### config.mk
export PLATFORM = sky130hd
export DESIGN_NAME = spi_slave_responder
export DESIGN_NICKNAME = d
export VERILOG_FILES = /design/src/rtl/spi_pkg.sv /design/src/rtl/sync_edge_detect.sv /design/src/rtl/spi_slave_responder.sv
export SDC_FILE = /design/constraint.sdc
export NUM_CORES = 1
export LEC_CHECK = 0
export ABC_AREA = 1
export CAP_MARGIN = 20
export CORE_MARGIN = 2
export CORE_UTILIZATION = 49
export CTS_BUF_LIST = sky130_fd_sc_hd__clkbuf_8
export DETAILED_ROUTE_END_ITERATION = 6
export GPL_TIMING_DRIVEN = 1
export PLACE_DENSITY = 0.88
export SKIP_CTS_REPAIR_TIMING = 1
export SYNTH_ARGS = -nofsm -noshare
export SYNTH_HDL_FRONTEND = slang
export SYNTH_SLANG_ARGS = --single-unit
### constraint.sdc
create_clock -name clk_i -period 1.6 [get_ports clk_i]
set_clock_uncertainty 0.05 [all_clocks]
set_input_delay 0.24 -clock clk_i [delete_from_list [all_inputs] [get_ports clk_i]]
set_output_delay 0.24 -clock clk_i [all_outputs]
set_load 0.005 [all_outputs]
### src/rtl/spi_pkg.sv
// Shared SPI definitions for the master control block and the slave responder.
package spi_pkg;

    typedef enum logic {
        ST_IDLE   = 1'b0,
        ST_ACTIVE = 1'b1
    } spi_state_e;

    localparam logic        SPI_CLOCK_IDLE = 1'b1;
    localparam logic [7:0]  FILL_BYTE      = 8'hFF;
    localparam int unsigned SPI_BYTE_W     = 8;
    localparam int unsigned WORD_BYTES     = 4;

endpackage

### src/rtl/sync_edge_detect.sv
// Multi-flop synchroniser for an asynchronous pin, with single-cycle rise/fall pulses.
module sync_edge_detect #(
    parameter int unsigned STAGES      = 2,
    parameter logic        RESET_LEVEL = 1'b0
) (
    input  logic clk_i,
    input  logic rstn_i,
    input  logic d_i,
    output logic rise_o,
    output logic fall_o
);

    logic [STAGES-1:0] sync_q;
    logic              last_q;

    always_ff @(posedge clk_i or negedge rstn_i) begin
        if (!rstn_i) begin
            sync_q <= {STAGES{RESET_LEVEL}};
            last_q <= RESET_LEVEL;
        end else begin
            sync_q <= {sync_q[STAGES-2:0], d_i};
            last_q <= sync_q[STAGES-1];
        end
    end

    assign rise_o = sync_q[STAGES-1] & ~last_q;
    assign fall_o = ~sync_q[STAGES-1] & last_q;

endmodule

### src/rtl/spi_slave_responder.sv
// SPI slave: oversampled pins, MSB-first byte receive into a 32-bit word,
// one-deep transmit holding register with fill-byte substitution on underrun.
module spi_slave_responder #(
    parameter int unsigned SYNC_STAGES    = 2,
    parameter logic        SPI_CLOCK_IDLE = spi_pkg::SPI_CLOCK_IDLE,
    parameter logic [7:0]  FILL_BYTE      = spi_pkg::FILL_BYTE
) (
    input  logic        clk_i,
    input  logic        rstn_i,
    input  logic        spi_clk_i,
    input  logic        spi_cs_n_i,
    input  logic        spi_mosi_i,
    output logic        spi_miso_o,
    output logic        spi_miso_oe_o,
    input  logic [7:0]  tx_data_i,
    input  logic        tx_valid_i,
    output logic        tx_ready_o,
    output logic        tx_underrun_o,
    output logic [7:0]  rx_data_o,
    output logic        rx_valid_o,
    output logic [31:0] rx_word_o,
    output logic [2:0]  rx_bytes_valid_o,
    input  logic        rx_word_clear_i,
    output logic        frame_end_o,
    output logic        busy_o
);

    import spi_pkg::*;

    spi_state_e state_q, state_d;

    logic sclk_rise, sclk_fall, cs_rise, cs_fall;
    logic sample_edge, launch_edge;
    logic [SYNC_STAGES-1:0] mosi_sync_q;
    logic mosi_s;

    logic [2:0]            bit_cnt_q;
    logic [SPI_BYTE_W-1:0] tx_hold_q;
    logic                  tx_full_q;
    logic [SPI_BYTE_W-1:0] tx_shift_q;
    logic [SPI_BYTE_W-2:0] rx_shift_q;
    logic [SPI_BYTE_W-1:0] rx_byte;
    logic [SPI_BYTE_W-1:0] rx_data_q;
    logic [SPI_BYTE_W-1:0] load_byte;
    logic [31:0]           rx_word_q;
    logic [2:0]            fill_q;
    logic                  clear_pend_q;
    logic                  miso_q, miso_oe_q;
    logic                  rx_valid_q, underrun_q, frame_end_q;
    logic                  active, cs_leave, byte_done, word_restart;

    sync_edge_detect #(
        .STAGES      (SYNC_STAGES),
        .RESET_LEVEL (SPI_CLOCK_IDLE)
    ) u_sclk_sync (
        .clk_i  (clk_i),
        .rstn_i (rstn_i),
        .d_i    (spi_clk_i),
        .rise_o (sclk_rise),
        .fall_o (sclk_fall)
    );

    sync_edge_detect #(
        .STAGES      (SYNC_STAGES),
        .RESET_LEVEL (1'b1)
    ) u_cs_sync (
        .clk_i  (clk_i),
        .rstn_i (rstn_i),
        .d_i    (spi_cs_n_i),
        .rise_o (cs_rise),
        .fall_o (cs_fall)
    );

    always_ff @(posedge clk_i or negedge rstn_i) begin
        if (!rstn_i) begin
            mosi_sync_q <= '1;
        end else begin
            mosi_sync_q <= {mosi_sync_q[SYNC_STAGES-2:0], spi_mosi_i};
        end
    end

    assign mosi_s      = mosi_sync_q[SYNC_STAGES-1];
    assign sample_edge = SPI_CLOCK_IDLE ? sclk_rise : sclk_fall;
    assign launch_edge = SPI_CLOCK_IDLE ? sclk_fall : sclk_rise;

    assign active       = (state_q == ST_ACTIVE);
    // Chip-select release outranks any clock edge detected in the same cycle.
    assign cs_leave     = active && cs_rise;
    assign byte_done    = active && !cs_rise && sample_edge && (bit_cnt_q == 3'd7);
    assign rx_byte      = {rx_shift_q, mosi_s};
    assign word_restart = (fill_q == 3'(WORD_BYTES)) || rx_word_clear_i || clear_pend_q;
    assign load_byte    = tx_full_q ? tx_hold_q : FILL_BYTE;

    always_ff @(posedge clk_i or negedge rstn_i) begin
        if (!rstn_i) begin
            state_q <= ST_IDLE;
        end else begin
            state_q <= state_d;
        end
    end

    always_comb begin
        state_d = state_q;
        unique case (state_q)
            ST_IDLE:   if (cs_fall) state_d = ST_ACTIVE;
            ST_ACTIVE: if (cs_rise) state_d = ST_IDLE;
            default:   state_d = ST_IDLE;
        endcase
    end

    always_comb begin
        busy_o = (state_q == ST_ACTIVE);
    end

    always_ff @(posedge clk_i or negedge rstn_i) begin
        if (!rstn_i) begin
            bit_cnt_q    <= '0;
            tx_hold_q    <= '0;
            tx_full_q    <= 1'b0;
            tx_shift_q   <= '0;
            rx_shift_q   <= '0;
            rx_data_q    <= '0;
            rx_word_q    <= '0;
            fill_q       <= '0;
            clear_pend_q <= 1'b0;
            miso_q       <= 1'b1;
            miso_oe_q    <= 1'b0;
            rx_valid_q   <= 1'b0;
            underrun_q   <= 1'b0;
            frame_end_q  <= 1'b0;
        end else begin
            rx_valid_q  <= 1'b0;
            underrun_q  <= 1'b0;
            frame_end_q <= 1'b0;

            if (tx_valid_i && !tx_full_q) begin
                tx_hold_q <= tx_data_i;
                tx_full_q <= 1'b1;
            end

            if (!active) begin
                if (cs_fall) begin
                    bit_cnt_q <= '0;
                    miso_oe_q <= 1'b1;
                    miso_q    <= 1'b1;
                end
            end else if (cs_leave) begin
                bit_cnt_q   <= '0;
                miso_oe_q   <= 1'b0;
                miso_q      <= 1'b1;
                frame_end_q <= 1'b1;
            end else begin
                if (launch_edge) begin
                    if (bit_cnt_q == 3'd0) begin
                        miso_q     <= load_byte[SPI_BYTE_W-1];
                        tx_shift_q <= {load_byte[SPI_BYTE_W-2:0], 1'b0};
                        if (tx_full_q) begin
                            tx_full_q <= 1'b0;
                        end else begin
                            underrun_q <= 1'b1;
                        end
                    end else begin
                        miso_q     <= tx_shift_q[SPI_BYTE_W-1];
                        tx_shift_q <= {tx_shift_q[SPI_BYTE_W-2:0], 1'b0};
                    end
                end
                if (sample_edge) begin
                    rx_shift_q <= {rx_shift_q[SPI_BYTE_W-3:0], mosi_s};
                    bit_cnt_q  <= bit_cnt_q + 3'd1;
                end
            end

            // A clear coinciding with a completed byte restarts the word with that byte.
            if (byte_done) begin
                rx_data_q    <= rx_byte;
                rx_valid_q   <= 1'b1;
                clear_pend_q <= 1'b0;
                if (word_restart) begin
                    rx_word_q <= {rx_byte, 24'h0};
                    fill_q    <= 3'd1;
                end else begin
                    unique case (fill_q[1:0])
                        2'd0:    rx_word_q[31:24] <= rx_byte;
                        2'd1:    rx_word_q[23:16] <= rx_byte;
                        2'd2:    rx_word_q[15:8]  <= rx_byte;
                        default: rx_word_q[7:0]   <= rx_byte;
                    endcase
                    fill_q <= fill_q + 3'd1;
                end
            end else if (rx_word_clear_i) begin
                clear_pend_q <= 1'b1;
                rx_word_q    <= '0;
                fill_q       <= '0;
            end
        end
    end

    assign spi_miso_o       = miso_q;
    assign spi_miso_oe_o    = miso_oe_q;
    assign tx_ready_o       = ~tx_full_q;
    assign tx_underrun_o    = underrun_q;
    assign rx_data_o        = rx_data_q;
    assign rx_valid_o       = rx_valid_q;
    assign rx_word_o        = rx_word_q;
    assign rx_bytes_valid_o = fill_q;
    assign frame_end_o      = frame_end_q;

endmodule

**Word level (Yosys, flattened, before mapping)**

Cells that the tools add are included.

- Logic and storage cells: 112
- Register bits after elaboration: 85
- Bits of input ports: 15

- Eq/ne operators: 11
- Reduce and logical (&&, ||, !) cells: 23
- Add/sub/neg operators: 2
- Bitwise logic cells: 11
- Multiplexer cells: 42

Operator list:

| kind | number |
|---|---|
| $mux W32 | 3 |
| $mux W8 | 6 |
| $mux W1 | 25 |
| $mux W3 | 7 |
| $ne A3 B1 Y1 const B | 5 |
| $reduce_and A2 Y1 | 7 |
| $not A1 Y1 | 7 |
| $add A3 B1 Y3 const B | 2 |
| $eq A3 B3 Y1 const B | 2 |
| $reduce_and A3 Y1 | 2 |
| $logic_and A1 B1 Y1 | 5 |
| $and A1 B1 Y1 | 4 |
| $reduce_bool A2 Y1 | 2 |
| $logic_not A3 Y1 | 1 |
| $ne A3 B2 Y1 const B | 1 |
| $reduce_or A3 Y1 | 1 |
| $eq A2 B1 Y1 const B | 1 |
| $eq A2 B2 Y1 const B | 1 |
| $logic_not A1 Y1 | 2 |
| $logic_not A2 Y1 | 1 |
| $logic_or A1 B1 Y1 | 2 |
| $ne A2 B1 Y1 const B | 1 |
| $pmux W1 S2 | 1 |

**Logic depth before layout (Yosys ltp)**

Gate-level depths: netlist of run 1.

- Depth after elaboration: 8
- Depth in mapped cells: 10
- Depth with buffers taken out: 9

**Hierarchy**

Synthesis of run 1 repeated with hierarchy kept, for this count alone.

- Cells, all modules: 379
- Area total of the unflattened synthesis: 3574.7 um^2

Modules (own cells, without submodules):

| module | area an instance (um^2) | cells each | times used |
|---|---|---|---|
| spi_slave_responder | 3387.0 | 365 | 1 |
| sync_edge_detect | 93.8 | 7 | 2 |

**Least setup slack after synthesis of run 1**

OpenSTA, ideal clock, no wires.

- Path kind: register -> register
- Start: register bit_cnt_q[0]
- End: register rx_word_q[27] (netlist: rx_word_o[27])
- Slack: 0.007 ns
- Period minus slack after synthesis: 1.593 ns
- Stages on the path, launching flop included: 10
- Arrival time: 1.425 ns
- Buffers on the path: 3
- Required time: 1.433 ns
- Path through: dfrtp_1 > ha_1 > ha_1 > buf_2 > nand2_2 > nand2_2 > buf_6 > buf_6 > nand3_1 > nand2_1

- Cells in the longest elaborated chain, start to end: 4
- Elaborated cells between the ends (all ways): 6
- Classes of those cells: eq/ne (2); mux (1); reduce/logical (3)

RTL lines:

| item | RTL line | RTL |
|---|---|---|
| start, declared | spi_slave_responder.sv:37 | `logic [2:0] bit_cnt_q;` |
| start signal, assigned | spi_slave_responder.sv:169 | `bit_cnt_q <= bit_cnt_q + 3'd1;` |
| $eq A3 B3 Y1 * | spi_slave_responder.sv:89 | `assign byte_done = active && !cs_rise && sample_edge && (bit_cnt_q == 3'd7);` |
| $logic_and A1 B1 Y1 * | spi_slave_responder.sv:89 |  |
| $ne A3 B1 Y1 (no source line) / $reduce_bool A2 Y1 (equally long branches) | - |  |
| $reduce_and A2 Y1 (no source line) | - |  |
| end signal, assigned | spi_slave_responder.sv:179 | `rx_word_q <= {rx_byte, 24'h0};` |
| end signal, assigned | spi_slave_responder.sv:183 | `2'd0: rx_word_q[31:24] <= rx_byte;` |
| end, declared | spi_slave_responder.sv:45 | `logic [31:0] rx_word_q;` |

Mark *: on every way between the ends. The rest lies on a longest branch, timed or not.
A chain may end at the register's enable or synchronous reset.

**Worst setup path after layout of run 1**

- Start: register u_cs_sync.last_q
- End: register rx_word_q[17] (netlist: rx_word_o[17])

- Cells in the longest elaborated chain, start to end: 8
- Elaborated cells between the ends (all ways): 10
- Classes of those cells: eq/ne (1); mux (1); bitwise (2); reduce/logical (6)

RTL lines:

| item | RTL line | RTL |
|---|---|---|
| start, declared | sync_edge_detect.sv:14 | `logic last_q;` |
| start signal, assigned | sync_edge_detect.sv:22 | `last_q <= sync_q[STAGES-1];` |
| $not A1 Y1 * | sync_edge_detect.sv:26 | `assign rise_o = sync_q[STAGES-1] & ~last_q;` |
| $and A1 B1 Y1 * | sync_edge_detect.sv:26 |  |
| $logic_not A1 Y1 * | spi_slave_responder.sv:89 |  |
| $logic_and A1 B1 Y1 * (3 in series) | spi_slave_responder.sv:89 |  |
| $ne A3 B1 Y1 (no source line) / $reduce_bool A2 Y1 (equally long branches) | - |  |
| $reduce_and A2 Y1 (no source line) | - |  |
| end signal, assigned | spi_slave_responder.sv:179 |  |
| end signal, assigned | spi_slave_responder.sv:184 | `2'd1: rx_word_q[23:16] <= rx_byte;` |

Marked as above.

==> impl_metrics.csv, run 1 <==
group,metric,value,unit
sta,fmax,581,MHz
sta,setup_tns,-2.14,ns
final_layout,syn_to_final_growth,44.6,%
synthesis,synth_compound_area_share,6.43,%
floorplanning,die_w,89.7,um
worst_hold_path,whs_path_depth,1,
floorplanning,die_h,89.7,um
run,cap_violations,0,
pwr,ir_worst_vdd,0.000542,V
critical_path,r2r_end,"rx_word_o[17]$_DFFE_PN0P_",
status,status,"complete, but fails checks",
final_layout,drive_above_1_share,24.8,%
routing,routedWlPerCell,17.2,um
clocking,root_buffer,"clkbuf_8",
synthesis,synth.area.mux_share,2.50,%
clocking,cts.sinks,84,
synthesis,synth_top_family_by_area,"simple AND/OR/NAND/NOR gates",
routing,drc_errors,0,
synthesis,synthSimpleGateAreaFrac,23.2,%
critical_path,reg2regPathDepth,10,
sta,setup_violations,33,
clocking,htreeDepth,3,
sta,rsz0062_at_grt,"yes",
floorplanning,ios,65,
critical_path,cp-endpoint,"rx_word_o[17]$_DFFE_PN0P_",
synthesis,ys_seq_elements,84,
critical_path,cp_slowest_cell,"dfstp_2",
synthesis,synthAdderAreaFrac,2.78,%
clocking,cts_buffers,9,
sta,worst_pin_slew,0.419,ns
critical_path,cp_data_arrival_time,1.97,ns
routing,route.vias.total,3288,
place,post-dp-hpwl,5490,um
synthesis,synthCells,379,
clocking,clk_pin_slew,0.08,ns
critical_path,r2r_slack,-0.12,ns
global_route,grt_use_total,20.9,%
global_route,antenna_found_initial,0,
worst_hold_path,hp-class,"in -> reg",
floorplanning,rows,31,
critical_path,crit_path_cell_trace,"inv_2, nand2_4, nand2_4, nor2_8, buf_6, buf_6, nand4_4, nand2_8, nand2_1, nand2_1",
synthesis,synthTopCellsByArea,"dfrtp_1 (52%), nand2_1 (11%), dfstp_2 (6.6%)",
synthesis,yosysTopAreaCell,"dfrtp_1",
routing,firstDrtPassIters,6,
sta,period_share,108,%
pwr,power_density,1030,nW/um^2
clocking,clk_path_buf_depth,2,
sta,relSlewSlack,72.0,%
sta,period_needed,1.72,ns
floorplanning,floorplan.initialDensity,50.2,%
synthesis,synth_xor_area_share,0.243,%
synthesis,avgSynthCellArea,9.50,sq um
sta,finalHoldViolCount,0,
critical_path,r2r-start,"u_cs_sync.last_q$_DFF_PN1_",
clocking,cts_tree,"built",
global_route,grt_pass1_wl,13400,um
synthesis,ys_warn_count,0,
synthesis,syn_area,3600,sq um
final_layout,mostFrequentLayoutCell,"nand2_1",
sta,fin_ws,-0.122,ns
final_layout,diodes,0,
synthesis,netlist.area_leader.share,52.1,%
final_layout,layout_common_cells,"nand2_1 (97), dfrtp_1 (75), clkdlybuf4s50_1 (57)",
floorplanning,die_area,8050,sq um
critical_path,start_kind,"flip-flop",
global_route,overflow,0,
critical_path,crit_type,"reg -> reg",
status,violations,"setup timing",
place,io_buffers,64,
critical_path,crit_start,"u_cs_sync.last_q$_DFF_PN1_",
place,dp_cells,556,
floorplanning,core-area,7180,sq um
sta,slew_violations,0,
final_layout,nNetsFinal,514,
critical_path,worst-path-max-fanout,8,
routing,drtAntennaViolNets,0,
critical_path,worstSetupEndpointType,"flip-flop",
synthesis,yosysSeqAreaShare,58.7,%
synthesis,yosysUniqueCellTypes,24,
routing,vias_per_cell,5.53,
place,gp_congestion,0.768,
global_route,grt_max_degree,85,
pwr,p_leak,2.58,nW
critical_path,slowest_delay,0.53,ns
clocking,clkLatencyLatePin,0.36,ns
routing,finalWirelength,10200,um
global_route,grt_pass1_vias,2897,
synthesis,syn_nets,402,
sta,whs,0.231,ns
routing,first_iter_violations,408,
critical_path,required,1.85,ns
final_layout,stdcell_count,595,
critical path: cells and delay by family (launching register included):
kind          cells  cell delay (ns)
simple gates      7             0.78
flops             1             0.53
buf+inv           3             0.28
per-layer routing:
metal	track usage (%)	share of wire (%)
met5	0	0
met1	25.8	38
met2	34.8	50
met4	11.5	5.5
met3	3.94	6.8
state kept, by name, summed over array words and instances, names as in the netlist, 2 cells and up:
signal              cells
u_sclk_sync.sync_q      2
u_cs_sync.sync_q        2
rx_word_o              32
rx_bytes_valid_o        3
rx_data_o               8
mosi_sync_q             2
tx_hold_q               8
tx_shift_q              7
bit_cnt_q               3
rx_shift_q              7
metrics by stage:
step	util (%)	instance area [sq um]	power [mW]	worst slack (ns)
global placement	63.2	4540	3.45	-0.251
finish	72.6	5210	5.35	-0.122
detailed placement	63.2	4540	3.51	-0.292
floorplan	-	3600	3.13	0.00714
CTS	66.5	4770	5.25	-0.191
global route	72.6	5210	5.59	-0.171
synth_stat cells:
master / n
xnor2_1: 1
inv_2: 2
nor2_1: 27
buf_4: 2
o21ai_0: 44
buf_2: 5
clkbuf_1: 2
a21oi_1: 1
nand2_1: 108
nand4_2: 2
nor3_1: 1
nor2_8: 1
nand3_1: 34
dfstp_2: 9
mux2_2: 8
dfrtp_1: 75
o22ai_1: 1
ha_1: 8
buf_6: 4
nand2_4: 1
nand2_2: 9
inv_1: 31
nand4_4: 2
clkinv_1: 1
worst min path at each step:
stage / start / to
finish: spi_clk_i / u_sclk_sync.sync_q[0]$_DFF_PN1_
global route: spi_mosi_i / mosi_sync_q[0]$_DFF_PN1_
CTS: rstn_i / bit_cnt_q[2]$_DFFE_PN0P_
detailed placement: rstn_i / tx_shift_q[4]$_DFFE_PN0P_
global placement: rstn_i / tx_underrun_o$_DFF_PN0_
floorplan: rstn_i / bit_cnt_q[0]$_DFFE_PN0P_
where the power goes:
part / total [mW] / switching, mW / internal, mW
logic: 0.982 / 0.535 / 0.447
clock network: 1.75 / 0.753 / 1.00
registers: 2.61 / 0.178 / 2.44
total: 5.35 / 1.47 / 3.89
area by class of cell:
cell class | count | area, sq um
sequential | 84 | 2110
fill | 472 | 1970
multi-input combinational | 252 | 1460
timing repair buffer | 109 | 1140
clock buffer | 12 | 165
inverter | 34 | 133
tap | 99 | 124
clock inverter | 4 | 71.3
timing repair inverter | 1 | 5.00
cell families after synthesis:
kind of cell             count (synthesis)
AO/OA/AOI/OAI                           46
buffers and inverters                   47
adder cells (fa/ha/maj)                  8
multiplexers                             8
AND/OR/NAND/NOR                        185
flip-flops                              84
XOR/XNOR                                 1
Note: power is estimated with default switching activity, not from simulation.
==> inputs of run 2 (changes only) <==
--- a/config.mk
+++ b/config.mk
@@ -7,12 +7,13 @@
 export LEC_CHECK = 0
 export ABC_AREA = 1
 export CAP_MARGIN = 20
-export CORE_MARGIN = 2
-export CORE_UTILIZATION = 49
+export CELL_PAD_IN_SITES_DETAIL_PLACEMENT = 1
+export CELL_PAD_IN_SITES_GLOBAL_PLACEMENT = 1
+export CORE_UTILIZATION = 37
 export CTS_BUF_LIST = sky130_fd_sc_hd__clkbuf_8
 export DETAILED_ROUTE_END_ITERATION = 6
 export GPL_TIMING_DRIVEN = 1
-export PLACE_DENSITY = 0.88
+export PLACE_DENSITY = 0.87
 export SKIP_CTS_REPAIR_TIMING = 1
 export SYNTH_ARGS = -nofsm -noshare
 export SYNTH_HDL_FRONTEND = slang
==> impl_metrics.csv, run 2 (same netlist as run 1, synthesis figures left out) <==
group,metric,value,unit
status,status,"complete, but fails checks",
status,violations,"setup timing",
critical_path,r2r-start,"u_cs_sync.last_q$_DFF_PN1_",
final_layout,multi_input_area,1570,sq um
floorplanning,die_area,10100,sq um
sta,rsz0062_at_grt,"yes",
clocking,cts_tree,"built",
final_layout,layout_common_cells,"nand2_1 (76), dfrtp_1 (75), clkdlybuf4s50_1 (48)",
critical_path,slowest_delay,0.54,ns
final_layout,drive_above_1_share,28.9,%
sta,period_share,111,%
global_route,overflow,0,
place,dpl-instance-area,4550,sq um
global_route,grt_pass1_vias,3150,
final_layout,utilization,57.1,%
critical_path,cp_slowest_cell,"dfstp_2",
clocking,clk_path_buf_depth,2,
sta,fin_ws,-0.174,ns
critical_path,cp_top_family,"simple AND/OR/NAND/NOR gates",
critical_path,r2r_slack,-0.17,ns
sta,setup_violations,35,
clocking,clk_pin_slew,0.11,ns
critical_path,cp_common_cell,"nand2_4",
critical_path,cp_data_arrival_time,2.05,ns
global_route,grt_pass1_wl,15000,um
global_route,top_usage_layer,"met2",
critical_path,required,1.88,ns
place,dp_cells,585,
worst_hold_path,min-delay-start,"spi_cs_n_i",
sta,period_needed,1.77,ns
final_layout,regArea,2110,sq um
clocking,clkLatencyLatePin,0.38,ns
final_layout,largest_reg_flops,32,
final_layout,fillCellCount,1025,
final_layout,nNetsFinal,509,
floorplanning,ios,65,
routing,drtAntennaViolNets,0,
place,gp_congestion,0.776,
place,post-dp-hpwl,6500,um
pwr,p_leak,2.75,nW
worst_hold_path,whs_path_depth,1,
pwr,power_density,953,nW/um^2
sta,finalHoldViolCount,0,
place,io_buffers,64,
pwr,p_total,5.08,mW
final_layout,syn_to_final_growth,48.0,%
floorplanning,die_w,101,um
routing,routedWlPerCell,19.4,um
clocking,htreeDepth,3,
critical_path,start_kind,"flip-flop",
critical_path,worstSetupEndpointType,"flip-flop",
sta,worst_pin_slew,0.451,ns
clocking,cts.sinks,84,
floorplanning,die_h,101,um
routing,firstDrtPassIters,4,
sta,whs,0.218,ns
clocking,root_buffer,"clkbuf_8",
final_layout,stdcell_area,5330,sq um
routing,route.vias.total,3184,
critical_path,worst-path-max-fanout,10,
run,cap_violations,0,
global_route,grt_use_total,19.3,%
pwr,ir_worst_vdd,0.000689,V
routing,finalWirelength,12000,um
global_route,grt_util_met2,33.5,%
worst_hold_path,hold_end,"u_cs_sync.sync_q[0]$_DFF_PN1_",
sta,relSlewSlack,70.0,%
critical_path,crit_path_cell_trace,"inv_2, nand2_4, nand2_4, nor2_8, nand2_4, buf_12, nor2_2, buf_4, nand3_1, nand2_1",
floorplanning,core-area,9330,sq um
floorplanning,rows,35,
sta,setup_tns,-3.35,ns
critical_path,reg2regPathDepth,10,
final_layout,mostFrequentLayoutCell,"nand2_1",
routing,first_iter_violations,152,
final_layout,stdcell_count,620,
global_route,antenna_found_initial,0,
global_route,grt_max_degree,34,
critical_path,r2r_end,"rx_word_o[13]$_DFFE_PN0P_",
sta,fmax,564,MHz
critical_path,cp_num_buf_inv,3,
sta,slew_violations,0,
place,dp_slack,-0.252,ns
global_route,use_met1,23.7,%
worst_hold_path,hp-class,"in -> reg",
clocking,cts_buffers,9,
final_layout,diodes,0,
floorplanning,floorplan.initialDensity,38.6,%
critical_path,crit_type,"reg -> reg",
routing,drc_errors,0,
global_route,grt_use_met3,4.30,%
routing,vias_per_cell,5.14,
[run 2: worst max-delay path by stage]
| stage | startpoint | depth (start not counted) | to |
|---|---|---|---|
| final | u_cs_sync.last_q$_DFF_PN1_ | 10 | rx_word_o[13]$_DFFE_PN0P_ |
| after global routing | rx_bytes_valid_o[0]$_DFFE_PN0P_ | 10 | rx_word_o[5]$_DFFE_PN0P_ |
| after CTS | tx_full_q$_DFF_PN0_ | 2 | tx_ready_o |
| after detailed placement | rx_word_clear_i | 9 | rx_word_o[10]$_DFFE_PN0P_ |
| after global placement | rx_word_clear_i | 9 | rx_word_o[18]$_DFFE_PN0P_ |
| after floorplan | bit_cnt_q[0]$_DFFE_PN0P_ | 9 | rx_word_o[27]$_DFFE_PN0P_ |
[run 2: final cells by class]
class                           count  share of cell area (%)
Sequential cell                    84                    39.6
Multi-Input combinational cell    250                    29.5
Timing Repair Buffer              107                    21.9
Tap cell                          129                    3.03
Inverter                           34                    2.56
Clock buffer                        9                    2.32
Clock inverter                      7                    1.01
[run 2: per-layer routing]
| layer | part of all wire, % | vias up | wire length [um] |
|---|---|---|---|
| met5 | 0 | - | 0 |
| met4 | 3.9 | 0 | 471 |
| met3 | 3.6 | 37 | 426 |
| met2 | 53 | 103 | 6360 |
| met1 | 39 | 1609 | 4740 |
| li1 | - | 1435 | - |
[run 2: where the power goes]
group | internal (mW) | total [mW] | switching (mW)
Clock | 0.575 | 1.47 | 0.893
Sequential | 2.44 | 2.61 | 0.178
Combinational | 0.440 | 0.997 | 0.558
==> RTL change (config.mk and constraints of run 2) <==
Register the output `tx_underrun_o` once more, cleared by the reset; this adds one clock of latency there. The other outputs are not delayed to match.
--- a/src/rtl/spi_slave_responder.sv
+++ b/src/rtl/spi_slave_responder.sv
@@ -200,3 +200,9 @@
     assign tx_ready_o       = ~tx_full_q;
-    assign tx_underrun_o    = underrun_q;
+    always_ff @(posedge clk_i or negedge rstn_i) begin
+        if (!rstn_i) begin
+            tx_underrun_o <= '0;
+        end else begin
+            tx_underrun_o <= underrun_q;
+        end
+    end
     assign rx_data_o        = rx_data_q;
Behaviour: not the same (Yosys sat finds a counterexample within 10 cycles, from zero or initial values and one cycle with rstn_i low).
==> RTL change against run 2 <==
  * The flow still finishes with violations (negative setup slack)
  * Total power up 4.8%
  * Routed wire length up 15%
  * Final cell count up 1.9%
  * Design area up 4.2%
  * Via count up 4.6%
  * Core utilization up 2.1 points
  * Area after synthesis up 0.69%
  * Sequential cell count up 1
  * Critical path depth down 1
  * Setup slack better by 0.039 ns
  * First-iteration DRC count up 48%
  * Largest cell class unchanged
==> RTL change: results <==
<?xml version="1.0" encoding="UTF-8"?>
<metrics>
  <group name="placed_design">
    <metric name="detailedPlacementHpwl" unit="mm">6.66</metric>
    <metric name="routability_congestion" unit="">0.784</metric>
    <metric name="postPlaceCellArea" unit="um^2">4620</metric>
  </group>
  <group name="timing">
    <metric name="worst_pin_slew" unit="ns">0.288</metric>
    <metric name="finalHoldWorstSlack" unit="ns">0.221</metric>
    <metric name="setup-violations-final" unit="">44</metric>
    <metric name="post-route-worst-setup-slack" unit="ns">-0.135</metric>
  </group>
  <group name="grt">
    <metric name="number_of_global_route_vias_before_repair" unit="">3209</metric>
    <metric name="grt_first_pass_wirelength" unit="mm">16.0</metric>
  </group>
  <group name="logic_synthesis">
    <metric name="synthAdderAreaFrac" unit="%">2.76</metric>
    <metric name="synthXorXnorAreaFrac" unit="%">0.242</metric>
    <metric name="postSynthNetCount" unit="">403</metric>
    <metric name="netlist_top_cells_count" unit="">108 x sky130_fd_sc_hd__nand2_1, 76 x sky130_fd_sc_hd__dfrtp_1, 44 x sky130_fd_sc_hd__o21ai_0</metric>
    <metric name="synthMuxAreaShare" unit="%">2.48</metric>
  </group>
  <group name="layout">
    <metric name="layout_cells_sized_above_1" unit="%">30.8</metric>
    <metric name="number_of_nets_in_the_layout" unit="">521</metric>
  </group>
  <group name="hold_path">
    <metric name="worst_hold_path.endpoint" unit="">mosi_sync_q[0]</metric>
    <metric name="launch_instance_of_the_worst_min_delay_path" unit="">spi_mosi_i</metric>
  </group>
  <group name="route">
    <metric name="detailroute.via_count" unit="">3332</metric>
    <metric name="drt_iter0_markers" unit="">225</metric>
    <metric name="postRouteWirelength" unit="mm">13.8</metric>
  </group>
  <group name="run_status">
    <metric name="violations" unit="">negative setup slack</metric>
    <metric name="status" unit="">finished with violations</metric>
  </group>
  <group name="power">
    <metric name="vdd.ir_drop.worst" unit="V">0.000570</metric>
    <metric name="switching_power" unit="mW">1.75</metric>
    <metric name="leakagePower" unit="nW">2.68</metric>
  </group>
  <group name="worst_setup_path">
    <metric name="reg2reg_setup_slack" unit="ns">-0.13</metric>
    <metric name="reg2reg_depth" unit="">9</metric>
    <metric name="worstPathArrival" unit="ns">2.00</metric>
  </group>
  <group name="cts">
    <metric name="cts.clk_slew.worst_paths" unit="ns">0.09</metric>
  </group>
</metrics>
-- RTL change: final cells by class --
cell class	instances	area (um^2)	area share, %
inverters	34	136	2.45
flip-flops and latches	85	2140	38.5
clock inverters	6	47.5	0.856
clock buffers	10	138	2.48
repair buffers	116	1290	23.2
multi-input cells	252	1640	29.6
well taps	129	161	2.90
-- RTL change: per-stage QoR --
step,cells,TNS (ns),util [%]
after floorplan,380,0,-
after global placement,587,-8.51,49.3
after detailed placement,587,-10.36,49.3
after CTS,603,-5.31,51.3
after global routing,632,-5.81,59.3
final,632,-1.92,59.3
-- RTL change: per-layer routing --
metal / vias to the layer above / global-route usage, % / share of wire [%]
met5: - / 0 / 0
met4: 0 / 7.13 / 3.0
met3: 36 / 3.95 / 4.1
met2: 123 / 34.3 / 53
met1: 1706 / 26.8 / 40
li1: 1467 / - / -
